<file path="src/rtl/instr_encode_loader.sv">
`default_nettype none
// ============================================================================
//  Module   : instr_encode_loader
//  Purpose  : Packs decoded instruction fields {opcode, src1, src2, dest}
//             into 16-bit words and streams them into instruction memory at
//             consecutive (wrapping) addresses. One word per cycle, one cycle
//             of latency from handshake to memory write.
//  Options  : INSTR_LOADER_OPCODE_CHECK_EN - drop words whose opcode exceeds
//             MAX_OPCODE and raise the sticky o_err flag.
//  Revision : 1.0 - initial release
// ============================================================================
module instr_encode_loader #(
  parameter int ADDR_W     = 8,
  parameter int MAX_OPCODE = 9
) (
  input  logic              i_clk,
  input  logic              i_reset,
  input  logic              i_start,
  input  logic [ADDR_W-1:0] i_base_addr,
  input  logic [ADDR_W:0]   i_length,
  input  logic              i_abort,
  input  logic              i_valid,
  output logic              o_ready,
  input  logic [3:0]        i_opcode,
  input  logic [3:0]        i_srcadd_1,
  input  logic [3:0]        i_srcadd_2,
  input  logic [3:0]        i_destadd,
  output logic              o_we,
  output logic [ADDR_W-1:0] o_waddr,
  output logic [15:0]       o_wdata,
  output logic              o_busy,
  output logic              o_done,
`ifdef INSTR_LOADER_OPCODE_CHECK_EN
  output logic              o_err,
`endif
  output logic [ADDR_W:0]   o_count
);

  localparam logic [ADDR_W:0]   c_one_cnt  = 1;
  localparam logic [ADDR_W-1:0] c_one_addr = 1;

  typedef enum logic [1:0] {
    S_IDLE = 2'd0,
    S_LOAD = 2'd1,
    S_DONE = 2'd2
  } state_t;

  state_t              state_q, state_d;
  logic [ADDR_W-1:0]   addr_q;
  logic [ADDR_W:0]     rem_q;
  logic [ADDR_W:0]     count_q;
  logic                we_q;
  logic [ADDR_W-1:0]   waddr_q;
  logic [15:0]         wdata_q;
  logic                done_q;

  logic                w_start_acc;
  logic                w_xfer;
  logic                w_op_ok;

  assign w_start_acc = (state_q == S_IDLE) && i_start;
  // An abort in the same cycle as a valid word discards that word.
  assign w_xfer      = (state_q == S_LOAD) && i_valid && !i_abort;

`ifdef INSTR_LOADER_OPCODE_CHECK_EN
  logic err_q;

  assign w_op_ok = ({28'd0, i_opcode} <= 32'(MAX_OPCODE));
  assign o_err   = err_q;

  // Sticky illegal-opcode flag, cleared only by reset or a new load.
  always_ff @(posedge i_clk) begin
    if (i_reset) begin
      err_q <= 1'b0;
    end else if (w_start_acc) begin
      err_q <= 1'b0;
    end else if (w_xfer && !w_op_ok) begin
      err_q <= 1'b1;
    end
  end
`else
  logic w_unused_max_opcode;

  assign w_op_ok             = 1'b1;
  assign w_unused_max_opcode = ^32'(MAX_OPCODE);
`endif

  // State register.
  always_ff @(posedge i_clk) begin
    if (i_reset) begin
      state_q <= S_IDLE;
    end else begin
      state_q <= state_d;
    end
  end

  // Next-state and handshake outputs; a zero-length load skips LOAD.
  always_comb begin
    state_d = state_q;
    o_ready = 1'b0;
    o_busy  = 1'b0;
    case (state_q)
      S_IDLE: begin
        if (i_start) begin
          state_d = (i_length == '0) ? S_DONE : S_LOAD;
        end
      end
      S_LOAD: begin
        o_ready = 1'b1;
        o_busy  = 1'b1;
        if (i_abort) begin
          state_d = S_IDLE;
        end else if (w_xfer && (rem_q == c_one_cnt)) begin
          state_d = S_DONE;
        end
      end
      S_DONE: begin
        state_d = S_IDLE;
      end
      default: begin
        state_d = S_IDLE;
      end
    endcase
  end

  // Datapath: latch the load, register the write port, track progress.
  always_ff @(posedge i_clk) begin
    if (i_reset) begin
      addr_q  <= '0;
      rem_q   <= '0;
      count_q <= '0;
      we_q    <= 1'b0;
      waddr_q <= '0;
      wdata_q <= '0;
      done_q  <= 1'b0;
    end else begin
      we_q   <= w_xfer && w_op_ok;
      // The completion pulse trails DONE so it follows the final write.
      done_q <= (state_q == S_DONE);
      if (w_start_acc) begin
        addr_q  <= i_base_addr;
        rem_q   <= i_length;
        count_q <= '0;
      end
      if (w_xfer) begin
        rem_q <= rem_q - c_one_cnt;
        if (w_op_ok) begin
          waddr_q <= addr_q;
          wdata_q <= {i_opcode, i_srcadd_1, i_srcadd_2, i_destadd};
          addr_q  <= addr_q + c_one_addr;
          count_q <= count_q + c_one_cnt;
        end
      end
    end
  end

  assign o_we    = we_q;
  assign o_waddr = waddr_q;
  assign o_wdata = wdata_q;
  assign o_done  = done_q;
  assign o_count = count_q;

endmodule
`default_nettype wire

</file>
<file path="config.mk">
export PLATFORM = sky130hd
export DESIGN_NAME = instr_encode_loader
export DESIGN_NICKNAME = d
export VERILOG_FILES = /design/src/rtl/instr_encode_loader.sv
export SDC_FILE = /design/constraint.sdc
export NUM_CORES = 1
export LEC_CHECK = 0
export CAP_MARGIN = 20
export CORE_MARGIN = 4
export CORE_UTILIZATION = 31
export CTS_CLUSTER_DIAMETER = 200
export DETAILED_ROUTE_END_ITERATION = 16
export SLEW_MARGIN = 20
export SYNTH_ARGS = -nofsm -noshare
export SYNTH_HDL_FRONTEND = slang
export SYNTH_SLANG_ARGS = --single-unit
</file>
<file path="constraint.sdc">
create_clock -name i_clk -period 1.4 [get_ports i_clk]
set_input_delay 0.28 -clock i_clk [delete_from_list [all_inputs] [get_ports i_clk]]
set_output_delay 0.28 -clock i_clk [all_outputs]
set_load 0.1 [all_outputs]
</file>
# After elaboration in Yosys (flattened, before gate mapping)
# Cells that the tools add are included.
[word_totals]
reg_bits = 54
[op_classes]
n_addsub = 3
n_reduce_logical = 9
n_eq_ne = 5
mux = 12
[ops]
columns = ["op", "count"]
rows = [
  ["$mux W9", 4],
  ["$mux W8", 2],
  ["$add A9 B1 Y9 const B", 1],
  ["$eq A9 B1 Y1 const B", 1],
  ["$logic_not A9 Y1", 1],
  ["$sub A9 B1 Y9 const B", 1],
  ["$add A8 B1 Y8 const B", 1],
  ["$mux W2", 4],
  ["$logic_and A1 B1 Y1", 4],
  ["$pmux W2 S2", 1],
  ["$ne A3 B2 Y1 const B", 1],
  ["$eq A2 B1 Y1 const B", 1],
  ["$eq A2 B2 Y1 const B", 1],
  ["$logic_not A2 Y1", 1],
  ["$ne A2 B2 Y1 const B", 1],
  ["$reduce_and A2 Y1", 1],
  ["$reduce_bool A2 Y1", 1],
  ["$logic_not A1 Y1", 1],
  ["$mux W1", 1],
]

# Longest topological paths before layout
[logic_depth]
depth_word = 7
ltp_mapped = 6
ltp_nobuf = 5

# Worst setup path after synthesis
# No wires, ideal clock.
[synth_path]
kind = "reg-to-output"
from = "reg state_q[0]"
to = "out o_ready"
path_stages_with_launch = 3
arrival_time_ps = 2295
path_buffers = 1
slack_ps = -1175
path_cell_list = "dfxtp_1 nor2b_1 buf_4"
[synth_via]
elab_chain_len = 2
[synth_lines]
columns = ["element", "line_no", "text"]
rows = [
  ["from (decl)", "48", "state_t state_q, state_d;"],
  ["from (signal assigned)", "93", "state_q <= state_d;"],
  ["$eq A2 B1 Y1", "-", ""],
  ["$mux W1", "-", ""],
  ["to (decl)", "23", "output logic o_ready,"],
]
# No other way between the ends.

# Worst setup path in the final report
[layout_path]
from = "reg state_q[0]"
to = "out o_ready"
[layout_via]
elab_chain_len = 2
[layout_lines]
columns = ["element", "line_no", "text"]
rows = [
  ["$eq A2 B1 Y1", "102", "case (state_q)"],
  ["$mux W1", "102", ""],
]
# No other way between the ends.

==> results.yml <==
run_status:
  outcome: "finished with violations"
  failed_checks: "setup timing"
route:
  dr.pass1.iters: 4
  ant_nets: 0
  met3_length_um: 408
  drc: 0
  wl_mm: 6.86
  via_count: 2464
  via_per_inst: 4.99
  dr.first_iter.drc_count: 107
  m1WireLength_mm: 2.88
  met2_length_mm: 3.51
  wire_per_inst_um: 13.9
  routed.top_layer: "met4"
timing:
  final_hold_viol_count: 0
  setup_violations: 11
  timing.slew.headroom_pct: 78.3
  drv_slew: 0
  rsz0062_at_grt: "true"
  clock_skew_ns: 0.0156
  min_period_ns: 1.49
  hold-worst-slack_ns: 0.398
  fin_crit_sh_pct: 107
  setup_ws_ns: -0.0944
  fmaxAchievable_mhz: 669
  worst_pin_slew_ns: 0.323
critical_path:
  cp_data_required_time_ns: 1.12
  cp_common_cell: "buf_6"
  crit_end: "o_ready"
  critPathLaunchType: "flip-flop"
  crit_chain: "buf_6 > nor2b_4 > buf_6 > buf_12"
  cp-end-kind: "output port"
  cp.arrival_ns: 1.21
  worstReg2RegEnd: "rem_q[6]"
  max_stage_delay_ns: 0.39
  reg2regPathDepth: 5
  worstSetupPathType: "flip-flop to output port"
  cp_max_fo: 5
  slowest_stage: "dfxtp_4"
  timing.rr.start: "state_q[1]"
  cp-startpoint: "state_q[0]"
  reg2reg_slack_ns: -0.08
  path_buf_inv: 3
  crit_cells: 4
  crit_family: "flip-flops"
yosys:
  synth_commonest_cells: "nand2_1, dfxtp_1, a21oi_1"
  syn-cell-area_sq_mm: 0.00231
  async_flop_share_pct: 0
  dominantRegCellSynth: "dfxtp_1"
  synth_edf_count: 0
  synth.area.top_cells: "dfxtp_1, nand2_1, a21oi_1"
  ys_types: 36
  avgSynthCellArea_sq_um: 8.08
  synth_top_area_share_pct: 46.8
  yosysSeqAreaShare_pct: 46.8
  postSynthNetCount: 328
  ys_warn_count: 0
  synth.largest_area_cell: "dfxtp_1"
  synth-seq-cells: 54
  yosysMostFrequentCell: "nand2_1"
  postSynthCellCount: 286
pwr:
  p_per_area_mw_per_mm2: 819
  p_total_mw: 3.42
  peakVddDrop_mv: 0.464
  leakagePower_nw: 1.54
die:
  initial_core_util_pct: 31.8
  die_x_um: 94.3
  rows: 31
  die_area_sq_mm: 0.00890
  coreArea_sq_mm: 0.00725
  ios: 75
  die_y_um: 94.3
clock_network:
  clock_latency_ns: 0.30
  cts_root_buffer: "clkbuf_8"
  tritoncts: "built"
  clkSlewWorstSetupHoldPaths_ns: 0.09
  clk_path_buf_depth: 2
  cts_hold_buf: 0
  cts.sinks: 54
  h-tree-depth: 2
  cts-buffers-inserted: 5
global_routing:
  antenna_found_initial: 0
  grt_pass1_wl_mm: 10.5
  grt_use_total_pct: 14.6
  grt_max_degree: 55
  grt_overflow: 0
  grt_pass1_vias: 2333
placed_design:
  placed_cell_area_sq_mm: 0.00380
  hpwl_mm: 4.71
  port-buffer-count: 74
  gp_congestion: 0.772
layout:
  fin_area_sq_mm: 0.00418
  nets: 436
  synthToLayoutAreaGrowth_pct: 81.0
  drive_gt1_share_pct: 32.4
  antennaDiodeCount: 0
flow_run:
  cap_violations: 0
hold_path:
  hold_path.class: "input pin to flip-flop"
  whs_path_depth: 3
==> worst reg2reg max path: stages, from the launching register on <==
cell and delay, ns:
dfxtp_4 0.36, nand4bb_4 0.28, buf_4 0.20, buf_6 0.11, or3_1 0.33, a31oi_1 0.13
==> state kept, by name, summed over array words and instances (netlist names) <==
signal	count
addr_q	8
state_q	2
o_done	1
rem_q	9
o_count	9
o_wdata	16
o_we	1
o_waddr	8
==> worst min-delay path by stage <==
stage / start / end / slack, ns
floorplan: i_opcode[3] / o_wdata[15] / 0.42
global placement: o_count[3] / o_count[3] / 0.48
detailed placement: o_wdata[7] / o_wdata[7] / 0.49
CTS: i_reset / o_count[0] / 0.42
global route: i_reset / o_count[5] / 0.43
finish: i_reset / o_count[5] / 0.40
==> cells by family (layout without fill, tap and decap cells) <==
family,after synthesis,after routing,synth area share [%]
flops,54,54,46.8
simple gates,126,126,25.7
buf+inv,24,133,4.50
mux,2,2,0.975
compound gates,76,76,19.9
fa+ha+maj,4,4,2.17
==> area by class of cell <==
class                           count  area [sq um]
Clock inverter                      1          30.0
Timing Repair Buffer              121          1530
Clock buffer                        7          86.3
Inverter                            4          15.0
Tap cell                           99           124
Fill cell                         644          3070
Multi-Input combinational cell    208          1280
Sequential cell                    54          1120
==> layer usage <==
| metal | GRT usage [%] | vias to the layer above |
|---|---|---|
| met5 | 0 | - |
| met4 | 4.93 | 0 |
| met3 | 4.01 | 6 |
| met2 | 24.2 | 63 |
| met1 | 18.2 | 1159 |
| li1 | - | 1236 |
==> power breakdown <==
group	internal [mW]	switching [mW]	leakage [nW]
Sequential	1.57	0.0553	0.447
Combinational	0.352	0.368	1.03
Clock	0.584	0.490	0.0585
==> placed cells by master (no fill, tap or decap), drive strengths merged, types with 3 or more instances in the layout <==
| cell | instances |
|---|---|
| nor3 | 3 |
| a211oi | 3 |
| and3 | 3 |
| a21oi | 42 |
| buf | 85 |
| ha | 4 |
| o21ai | 5 |
| or3 | 5 |
| clkdlybuf4s50 | 34 |
| o211ai | 3 |
| a32oi | 4 |
| clkbuf | 7 |
| nor4 | 4 |
| nand4 | 5 |
| inv | 4 |
| a31oi | 6 |
| nand2 | 62 |
| a22oi | 4 |
| nor2 | 19 |
| dfxtp | 54 |
| a2bb2oi | 5 |
| nand3 | 14 |
==> timing repair <==
item                       CTS  global route
pin swaps                   13            16
buffers inserted             3             8
resized for setup           25            27
setup endpoints to repair   47            34
gates cloned                 0             1
==> stage by stage <==
step / setup TNS (ns) / utilization (%) / instances / setup WS [ns]
global route: -2.48 / 57.6 / 494 / -0.151
detailed placement: -21.26 / 52.4 / 474 / -0.593
global placement: -19.62 / 52.4 / 474 / -0.539
CTS: -0.315 / 55.4 / 485 / -0.107
finish: -0.507 / 57.6 / 494 / -0.0944
floorplan: -0.785 / - / 286 / -0.221
No activity file was read; power rests on OpenSTA's default activity.
==> RTL change 1 (same settings) <==
Put one more register stage on the output `o_count`, with the module's reset. The value now appears one clock later. The other outputs are not delayed to match.
--- a/src/rtl/instr_encode_loader.sv
+++ b/src/rtl/instr_encode_loader.sv
@@ -160,3 +160,9 @@
   assign o_done  = done_q;
-  assign o_count = count_q;
+  always_ff @(posedge i_clk) begin
+    if (i_reset) begin
+      o_count <= '0;
+    end else begin
+      o_count <= count_q;
+    end
+  end
 
Function: changed (a bounded check fails within 4 cycles, from zero or initial values and one cycle with i_reset high).
==> RTL change 1 against the original RTL <==
- the flow still finishes with violations (negative setup slack)
- count of clock-buffer cells in the layout is 3 higher
- routed wire length is 16% higher
- sequential power is 17% higher
- power is 26% higher
- cell area is 17% higher
- sequential cell count is 9 higher
- sequential share of layout area is 0.70 points lower
- setup slack worse by 0.25 ns
- global-route usage is 0.12 points higher
- via count is 11% higher
- area after synthesis is 11% higher
- critical path depth stayed put
- core utilization is 4.5 points higher
- register-to-register slack worse by 0.27 ns
- largest cell class unchanged
==> RTL change 1: results (changes against the original RTL) <==
- Post-synthesis compound-gate area fraction: 18.2% (was 19.9%)
- First-pass GRT wire length: 11700 um (was 10500 um)
- Leakage power: 1.88 nW (was 1.54 nW)
- Critical path data arrival time: 2.01 ns (was 1.21 ns)
- Number of global-route vias before repair: 2533 (was 2333)
- Met2 Usage GRT: 25.9% (was 24.2%)
- Post-detail-place hpwl: 5190 um (was 4710 um)
- Synth cell count leaders: 71 x nand2_1, 63 x dfxtp_1, 36 x a21oi_1 (was 62 x nand2_1, 54 x dfxtp_1, 42 x a21oi_1)
- Hold worst-path end: count_q[4] (was o_count[5])
- Peak per-stage delay on the critical path: 0.53 ns (was 0.39 ns)
- Crit-path max FO: 4 (was 5)
- GP Congestion: 0.789 (was 0.772)
- Count of cell types in the netlist: 45 (was 36)
- # nets final: 478 (was 436)
- Outcome: finished with violations (unchanged)
- Failing checks: negative setup slack (unchanged)
- Placed cells: 505 (was 474)
- Post-layout worst setup margin: -0.347 ns (was -0.0944 ns)
- Largest net degree at the start of global routing: 27 (was 55)
- Initial DRC count: 117 (was 107)
- Sequential power share: 44.1% (was 47.6%)
- Slowest-stage cell, CP: or4_4 (was dfxtp_4)
- CP delay by family, top: simple AND/OR/NAND/NOR gates (was flip-flops)
- Rel. slew slack: 76.5% (was 78.3%)
- Peak supply drop: 555 uV (was 464 uV)
- Setup violators final: 35 (was 11)
- Later-pin clock latency in the skew report: 0.34 ns (was 0.30 ns)
- Seq/Total Area, Yosys: 49.2% (was 46.8%)
- Worst clock skew: 0.00640 ns (was 0.0156 ns)
- Top cells by area, synth: dfxtp_1 49%, nand2_1 10%, a21oi_1 7.0% (was dfxtp_1 47%, nand2_1 10%, a21oi_1 9.1%)
- M1 GR Usage: 16.3% (was 18.2%)
- Multiplexer area fraction after synthesis: 1.27% (was 0.975%)
- Mean Syn Cell Area: 8.27 um2 (was 8.08 um2)
- GRT Resource Usage Total: 14.7% (was 14.6%)
- Depth of the CTS H-tree: 3 (was 2)
- Adder-cell share of the synthesized area: 1.95% (was 2.17%)
- Dpl cell area: 0.00409 mm2 (was 0.00380 mm2)
- Post-placement worst setup slack: -0.706 ns (was -0.593 ns)
RTL change 1: changes by cell type in the layout (fill, tap and decap cells not counted), sizes merged, moves of 6 or more:
| cell | change |
|---|---|
| buf | +12 |
| dfxtp | +9 |
| nand2 | +9 |
| nand3 | -9 |
| nor2b | +9 |
| a21oi | -6 |
RTL change 1: repair_timing:
action,in CTS,in global routing
setup buffers,7,15
gates cloned,0,2
setup endpoints to repair,49,43
endpoints found under the hold margin,0,0
hold buffers,0,0
pin swaps,13,40
resized for setup,27,89
RTL change 1: layer usage:
layer | share of wire [%] | vias up
li1 | - | 1343
met1 | 40 | 1303
met2 | 53 | 79
met3 | 5.9 | 11
met4 | 1.4 | 0
met5 | 0 | -
RTL change 1: layout make-up:
type | count | share of cell area [%]
well taps | 102 | 2.60
flip-flops and latches | 63 | 26.1
repair buffers | 135 | 34.9
clock buffers | 10 | 2.81
multi-input cells | 221 | 32.0
clock inverters | 6 | 1.23
inverters | 6 | 0.459
==> RTL change 2 (same settings) <==
Made on the original files. Build with the macro `INSTR_LOADER_OPCODE_CHECK_EN` defined.
--- a/src/rtl/instr_encode_loader.sv
+++ b/src/rtl/instr_encode_loader.sv
@@ -11,2 +11,4 @@
 // ============================================================================
+`define INSTR_LOADER_OPCODE_CHECK_EN
+
 module instr_encode_loader #(
Formal check against the unedited RTL (old outputs only; new: o_err): not equivalent (Yosys sat finds a counterexample within 4 cycles, from zero or initial values and one cycle with i_reset high).
==> RTL change 2 against the original RTL <==
- the flow still finishes with violations (negative setup slack)
- maximum frequency down 0.69%
- area after synthesis up 4.6%
- count of clock-buffer cells in the layout unchanged
- highest routed layer unchanged
- via count up 12%
- non-clock buffer count up 23
- critical path type is now flop to flop
- register-to-register slack worse by 0.02 ns
- sequential share of layout area down 3.0 points
- worst hold slack worse by 0.072 ns
- power up 2.3%
- sequential cell count up 1
- cell area up 14%
- setup slack worse by 0.010 ns
- routed wire length up 24%
==> RTL change 2: results (changes against the original RTL) <==
- Cell count of the worst reg-to-reg path: 6 (was 5)
- Syn Nets: 344 (was 328)
- Crit-path max FO: 7 (was 5)
- Dpl cell area: 0.00408 mm2 (was 0.00380 mm2)
- Fin Hold WS: 0.326 ns (was 0.398 ns)
- Setup violators final: 36 (was 11)
- Seq/Total Area, Yosys: 45.6% (was 46.8%)
- P_int: 2.47 mW (was 2.51 mW)
- CP delay by family, top: simple AND/OR/NAND/NOR gates (was flip-flops)
- XOR/XNOR share of the synthesized area: 0.725% (was 0%)
- RR Endpoint: o_count[1] (was rem_q[6])
- Mean Syn Cell Area: 8.00 um2 (was 8.08 um2)
- Sequential power share: 47.4% (was 47.6%)
- Post-placement worst setup slack: -0.558 ns (was -0.593 ns)
- Multiplexer area fraction after synthesis: 0.466% (was 0.975%)
- Layout cells sized above 1: 47.7% (was 32.4%)
- Hold Crit Start: i_opcode[1] (was i_reset)
- Initial DRC count: 71 (was 107)
- Outcome: finished with violations (unchanged)
- Failing checks: negative setup slack (unchanged)
- Wire length on met2: 4480 um (was 3510 um)
- Adder-cell share of the synthesized area: 2.07% (was 2.17%)
- CP Capture Type: flop (was output port)
- GRT Resource Usage Total: 16.5% (was 14.6%)
- Combinational Power: 0.833 mW (was 0.720 mW)
- Setup TNS: -1.33 ns (was -0.507 ns)
- Vias per cell: 5.14 (was 4.99)
- Placed cells: 511 (was 474)
- Number of global-route vias before repair: 2611 (was 2333)
- Top cells by area, synth: dfxtp_1 46%, nand2_1 10%, a21oi_1 7.7% (was dfxtp_1 47%, nand2_1 10%, a21oi_1 9.1%)
- Largest net degree at the start of global routing: 25 (was 55)
- Post-synthesis compound-gate area fraction: 18.9% (was 19.9%)
- Hold worst-path end: o_wdata[13] (was o_count[5])
- GP Congestion: 0.792 (was 0.772)
- Synth cell count leaders: 65 x nand2_1, 55 x dfxtp_1, 37 x a21oi_1 (was 62 x nand2_1, 54 x dfxtp_1, 42 x a21oi_1)
- CTS resizes: 38 (was 25)
- Vias: 2752 (was 2464)
- Count of cell types in the netlist: 51 (was 36)
- Worst clock skew: 0.0151 ns (was 0.0156 ns)
- Leakage power: 1.82 nW (was 1.54 nW)
- First-pass GRT wire length: 12100 um (was 10500 um)
- Peak per-stage delay on the critical path: 0.37 ns (was 0.39 ns)
- Post-layout worst setup margin: -0.105 ns (was -0.0944 ns)
- Peak supply drop: 460 uV (was 464 uV)
- IO Port Bufs: 75 (was 74)
-- RTL change 2: metal layers --
metal | up-vias | track usage [%]
met1 | 1313 | 20.7
met5 | - | 0
li1 | 1336 | -
met4 | 0 | 5.57
met2 | 92 | 28.9
met3 | 11 | 2.27
-- RTL change 2: layout make-up --
class / count / area [um2] / share of cell area (%)
Timing Repair Buffer: 144 / 1790 / 37.4
Multi-Input combinational cell: 223 / 1600 / 33.6
Sequential cell: 55 / 1140 / 23.8
Tap cell: 99 / 124 / 2.59
Clock buffer: 7 / 97.6 / 2.04
Inverter: 6 / 22.5 / 0.471
Clock inverter: 1 / 7.51 / 0.157
-- RTL change 2: worst reg2reg max path, delay by kind of cell (launching register included) --
kind	cells	cell delay, ns
and+or+nand+nor	3	0.52
buffers and inverters	2	0.40
DFF	1	0.37
AOI/OAI and AO/OA	1	0.15
